## config.mk

```make
export PLATFORM = sky130hd
export DESIGN_NAME = run_controller
export DESIGN_NICKNAME = d
export VERILOG_FILES = /design/src/rtl/run_controller_pkg.sv /design/src/rtl/button_debounce.sv /design/src/rtl/run_controller.sv
export SDC_FILE = /design/constraint.sdc
export NUM_CORES = 1
export LEC_CHECK = 0
export BUFFER_PORTS_ARGS = -buffer_cell sky130_fd_sc_hd__buf_4
export CAP_MARGIN = 30
export CORE_MARGIN = 3
export CORE_UTILIZATION = 35
export CTS_CLUSTER_SIZE = 24
export DETAILED_ROUTE_END_ITERATION = 8
export HOLD_SLACK_MARGIN = 0.1
export PLACE_DENSITY = 0.64
export SYNTH_ARGS = -nofsm -noshare
export SYNTH_HDL_FRONTEND = slang
export SYNTH_SLANG_ARGS = --single-unit
```

## constraint.sdc

```tcl
create_clock -name CLK -period 4.3 [get_ports CLK]
set_input_delay 0.43 -clock CLK [delete_from_list [all_inputs] [get_ports CLK]]
set_output_delay 0.43 -clock CLK [all_outputs]
set_load 0.02 [all_outputs]
```

## src/rtl/run_controller_pkg.sv

```systemverilog
// Shared state encoding and clock-enable rule for the run/step/halt sequencer.
// Latency: n/a (types and pure functions only).
// Backpressure: n/a.
package run_controller_pkg;

  typedef enum logic [2:0] {
    ST_RESET  = 3'd0,
    ST_IDLE   = 3'd1,
    ST_RUN    = 3'd2,
    ST_STEP   = 3'd3,
    ST_HALTED = 3'd4
  } state_t;

  localparam int RESET_CYCLES_DEF    = 4;
  localparam int DEBOUNCE_CYCLES_DEF = 16;
  localparam int COUNT_WIDTH_DEF     = 32;

  // HALT is combinational from the processor, so it must gate the enable in the same cycle.
  function automatic logic clk_en_f(input state_t st, input logic halt);
    return (st == ST_RESET) || (((st == ST_RUN) || (st == ST_STEP)) && !halt);
  endfunction

endpackage

```

## src/rtl/button_debounce.sv

```systemverilog
// Push-button conditioner: 2-flop synchroniser, stable-sample debouncer, rising-edge pulse.
// Latency: 2 sync + DEBOUNCE_CYCLES + 1 edge cycles from raw rise to pulse.
// Backpressure: none; pulse is a single-cycle strobe.
module button_debounce #(
  parameter int DEBOUNCE_CYCLES = 16
) (
  input  logic clk,
  input  logic rst_n,
  input  logic raw,
  output logic pulse
);

  localparam int CW = $clog2(DEBOUNCE_CYCLES + 1);
  localparam logic [CW-1:0] CNT_LAST = CW'(DEBOUNCE_CYCLES - 1);

  logic [1:0]    sync_q;
  logic [CW-1:0] cnt_q;
  logic          level_q;
  logic          level_d_q;

  always_ff @(posedge clk) begin
    if (!rst_n) begin
      sync_q    <= '0;
      cnt_q     <= '0;
      level_q   <= 1'b0;
      level_d_q <= 1'b0;
      pulse     <= 1'b0;
    end else begin
      sync_q <= {sync_q[0], raw};
      // Any sample agreeing with the current level restarts the stability window.
      if (sync_q[1] == level_q) begin
        cnt_q <= '0;
      end else if (cnt_q == CNT_LAST) begin
        level_q <= sync_q[1];
        cnt_q   <= '0;
      end else begin
        cnt_q <= cnt_q + 1'b1;
      end
      level_d_q <= level_q;
      pulse     <= level_q & ~level_d_q;
    end
  end

endmodule

```

## src/rtl/run_controller.sv

```systemverilog
// Run/step/halt sequencer driving processor reset, clock enable and executed-cycle counter.
// Latency: RUN_REQ/RESET_REQ 3 cycles to effect; STEP_REQ 2+DEBOUNCE_CYCLES+2 cycles.
// Backpressure: none; HALT combinationally drops CPU_CLK_EN in the cycle it rises.
module run_controller
  import run_controller_pkg::*;
#(
  parameter int RESET_CYCLES    = RESET_CYCLES_DEF,
  parameter int DEBOUNCE_CYCLES = DEBOUNCE_CYCLES_DEF,
  parameter int COUNT_WIDTH     = COUNT_WIDTH_DEF
) (
  input  logic                   CLK,
  input  logic                   RST_bar,
  input  logic                   HALT,
  input  logic                   RUN_REQ,
  input  logic                   STEP_REQ,
  input  logic                   RESET_REQ,
  output logic                   CPU_CLK_EN,
  output logic                   CPU_RST_bar,
  output logic                   RUNNING,
  output logic                   HALTED,
  output logic [COUNT_WIDTH-1:0] CYCLE_COUNT
);

  localparam int RCW = (RESET_CYCLES > 1) ? $clog2(RESET_CYCLES) : 1;
  localparam logic [RCW-1:0] RST_LOAD = RCW'(RESET_CYCLES - 1);

  logic [1:0]             run_sync_q;
  logic [2:0]             rreq_q;
  logic                   run_sync;
  logic                   reset_pulse;
  logic                   step_pulse;
  state_t                 state_q;
  state_t                 state_d;
  logic [RCW-1:0]         rst_cnt_q;
  logic [COUNT_WIDTH-1:0] cnt_q;
  logic                   count_en;

  always_ff @(posedge CLK) begin
    if (!RST_bar) begin
      run_sync_q <= '0;
      rreq_q     <= '0;
    end else begin
      run_sync_q <= {run_sync_q[0], RUN_REQ};
      rreq_q     <= {rreq_q[1:0], RESET_REQ};
    end
  end

  assign run_sync    = run_sync_q[1];
  assign reset_pulse = rreq_q[1] & ~rreq_q[2];

  button_debounce #(
    .DEBOUNCE_CYCLES(DEBOUNCE_CYCLES)
  ) u_step_debounce (
    .clk  (CLK),
    .rst_n(RST_bar),
    .raw  (STEP_REQ),
    .pulse(step_pulse)
  );

  always_ff @(posedge CLK) begin
    if (!RST_bar) begin
      state_q <= ST_RESET;
    end else begin
      state_q <= state_d;
    end
  end

  always_comb begin
    state_d     = state_q;
    CPU_CLK_EN  = clk_en_f(state_q, HALT);
    CPU_RST_bar = (state_q != ST_RESET);
    RUNNING     = (state_q == ST_RUN);
    HALTED      = (state_q == ST_HALTED);
    count_en    = CPU_CLK_EN && (state_q != ST_RESET);
    case (state_q)
      ST_RESET:  if (rst_cnt_q == '0) state_d = ST_IDLE;
      ST_IDLE: begin
        // RUN takes precedence; a coincident step is dropped.
        if (run_sync)        state_d = ST_RUN;
        else if (step_pulse) state_d = ST_STEP;
      end
      ST_RUN: begin
        if (HALT)           state_d = ST_HALTED;
        else if (!run_sync) state_d = ST_IDLE;
      end
      ST_STEP:   state_d = HALT ? ST_HALTED : ST_IDLE;
      ST_HALTED: state_d = ST_HALTED;
      default:   state_d = ST_RESET;
    endcase
    if (reset_pulse) state_d = ST_RESET;
  end

  always_ff @(posedge CLK) begin
    if (!RST_bar || reset_pulse) begin
      rst_cnt_q <= RST_LOAD;
      cnt_q     <= '0;
    end else begin
      if ((state_q == ST_RESET) && (rst_cnt_q != '0)) rst_cnt_q <= rst_cnt_q - 1'b1;
      if (count_en && (cnt_q != '1))                  cnt_q     <= cnt_q + 1'b1;
    end
  end

  assign CYCLE_COUNT = cnt_q;

endmodule

```

==> flow_summary.toml <==
[place]
numPlacedInstances = 390
detailed_place_hpwl_um = 3780
buffer_ports.inserted = 41
place_ws_ns = 1.83
globalplace.congestion = 0.786

[logic_synthesis]
synth_top_area_share = 0.432
syn_inst = 284
synth.ff_latch_count = 52
avgSynthCellArea_um2 = 8.48
seq_area_frac_synth = 0.432
async_flop_share = 0
synth_top_area_cell = "dfxtp_1"
synth-warning-count = 0
synthTopCellsByCount = "dfxtp_1, nand2_1, o21ai_0"
synthesized_netlist_net_count = 294
synth_ff_type = "dfxtp_1"
yosysMostFrequentCell = "dfxtp_1"
yosys-top-cells-area = "dfxtp_1, o21ai_0, or3_1"
synth_enable_flop_cells = 0
synthesis.area_um2 = 2410
distinct_cells_synth = 42

[cts]
cts.path.max_buffers = 2
post_cts_resized = 0
ctsRootBufferMaster = "clkbuf_8"
worstSkewPairLatency_ns = 0.30
cts_tree = "built"
clock_buffers_created_by_tritoncts = 5
post_cts_hold_buffers = 0
cts_num_sinks = 52
worst_setup_hold_path_clk_slew_ns = 0.08
post_cts_buffers = 0
number_of_h_tree_levels = 2

[timing]
period_needed_ns = 2.50
hold_viol_final = 0
finalSetupViolations = 0
post-route-worst-setup-slack_ns = 1.80
finalCritPeriodShare = 0.581
max_freq_mhz = 400
worst_slew_pin_slew_ns = 0.760
rsz0062_at_grt = "false"
fin_worst_skew_ns = 0.00598
slew-limit-headroom = 0.485
final.setup.tns_ns = 0
slew_violations = 0

[floorplan]
top_level_ports = 42
initial_utilization = 0.371
die_height_um = 88.9
core_um2 = 6490
fp-row-count = 29
die-width_um = 88.9
die_ar_um2 = 7910

[finish]
combined_area_of_the_multi_input_logic_cells_um2 = 1280
num-nets-final = 330
drive_above_1_share = 0.184
fillers = 640
n_antenna_cell = 0
area_overhead_vs_synth_pct = 19.3
seqCellArea_um2 = 1040
post_layout_nonfiller_instances = 398

[detailed_routing]
wl_um = 5320
num_vias = 2229
first_iter_violations = 147
routed_wire_length_per_instance_um = 13.4
avgViaCountPerCell = 5.60
routed-wl-met2_um = 2440
ant_nets = 0
drt_drc_violations_left = 0
routed_metal_1_wire_length_um = 2520
dr.pass1.iters = 4
topRoutingLayerUsed = "met4"
dr_wl_met3_um = 245

[min_path]
hold_class = "input pin to flop"

[global_route]
grt.overflow.total = 0
global_route_wire_length_before_repair_um = 8780
overall_global_routing_usage = 0.140
grt_start_max_net_pins = 30
vias_in_the_first_global_route = 1950
antenna_violations_before_repair = 0

[worst_setup_path]
worst_path_largest_cell_delay_ns = 0.55
timing.critical_path.fanout_max = 12
timing.setup.critical_path_class = "flop to flop"
arrival_time_of_the_worst_setup_path_ns = 2.73
timing.critical_path.slowest_stage_cell = "or3_2"
worst_setup_path_start_kind = "flop"
cp.required_ns = 4.53
cp_endpoint_kind = "flop"
crit_path_cell_trace = "nor3b_2 > nand3_1 > or3_2 > or4_1 > o21ai_0"

[run_status]
outcome = "finished clean"

[power]
power.density_nw_per_um2 = 288
leakagePower_nw = 1.05
max-vdd-ir-drop_mv = 0.126

[job]
timing.max_cap.violations = 0
-- sequential cells by signal, summed over array words and instances, names as in the netlist --
name                       flops
CYCLE_COUNT                   32
u_step_debounce.cnt_q          5
rreq_q                         3
state_q                        3
rst_cnt_q                      2
run_sync_q                     2
u_step_debounce.sync_q         2
u_step_debounce.level_d_q      1
u_step_debounce.level_q        1
u_step_debounce.pulse          1
-- layer usage --
layer / GRT usage / vias up
li1: - / 1130
met1: 0.180 / 1052
met2: 0.223 / 38
met3: 0.0396 / 9
met4: 0.0568 / 0
met5: 0 / -
-- power breakdown --
| part | total, mW | switching, mW | leakage, nW | internal (mW) |
|---|---|---|---|---|
| Combinational | 0.0462 | 0.0271 | 0.580 | 0.0191 |
| Sequential | 0.497 | 0.00636 | 0.421 | 0.491 |
| Clock | 0.284 | 0.153 | 0.0455 | 0.132 |
-- cells by family after synthesis --
logic type / after synthesis / synth area share
multiplexers: 3 / 0.0125
flip-flops: 52 / 0.432
AND/OR/NAND/NOR: 130 / 0.315
adder cells (fa/ha/maj): 4 / 0.0208
buffers and inverters: 24 / 0.0395
AO/OA/AOI/OAI: 67 / 0.165
XOR/XNOR: 4 / 0.0146
-- cells in the final DEF, fill, tap and decap left out, types with 3 or more instances in the layout --
cell	instances
ha_1	4
mux2i_1	3
or3_1	17
o211ai_1	5
o21ai_0	24
or4_1	14
nor2_1	14
nor3_1	5
inv_1	9
buf_4	44
and4_1	3
nand4_1	11
o31ai_1	6
nand3_1	14
nand2_1	25
dfxtp_1	52
a21oi_1	21
and2_1	8
and3_1	3
clkbuf_8	6
-- final timing paths --
check / to / cells past startpoint / start / slack, ns
setup / recovery: CYCLE_COUNT[16]$_SDFFE_PP0P_ / 5 / state_q[1]$_SDFFE_PP0P_ / 1.80
hold / removal: u_step_debounce.sync_q[0]$_SDFF_PN0_ / 2 / STEP_REQ / 0.33
setup reg to reg: CYCLE_COUNT[16]$_SDFFE_PP0P_ / 5 / state_q[1]$_SDFFE_PP0P_ / 1.80
hold reg to reg: u_step_debounce.pulse$_SDFF_PN0_ / 1 / u_step_debounce.level_d_q$_SDFF_PN0_ / 0.38
-- worst max-delay path, delay by kind of cell, from the launching register on --
kind            cells  cell delay [ns]
simple gates        4             1.85
compound gates      1             0.09
flops               1             0.50
-- layout make-up --
type | count | area share
Clock buffer | 8 | 0.0314
Sequential cell | 52 | 0.362
Tap cell | 77 | 0.0335
Multi-Input combinational cell | 208 | 0.446
Inverter | 9 | 0.0118
Timing Repair Buffer | 44 | 0.115
-- per-stage QoR --
stage	instance area (um^2)	util	hold slack (ns)	power (mW)
global route	2870	0.442	0.324	0.866
finish	2870	0.442	0.332	0.828
CTS	2870	0.442	0.321	0.842
global placement	2780	0.428	0.370	0.554
floorplan	2410	-	0.367	0.540
detailed placement	2780	0.428	0.375	0.556
Power figures use the tool's default switching activity.
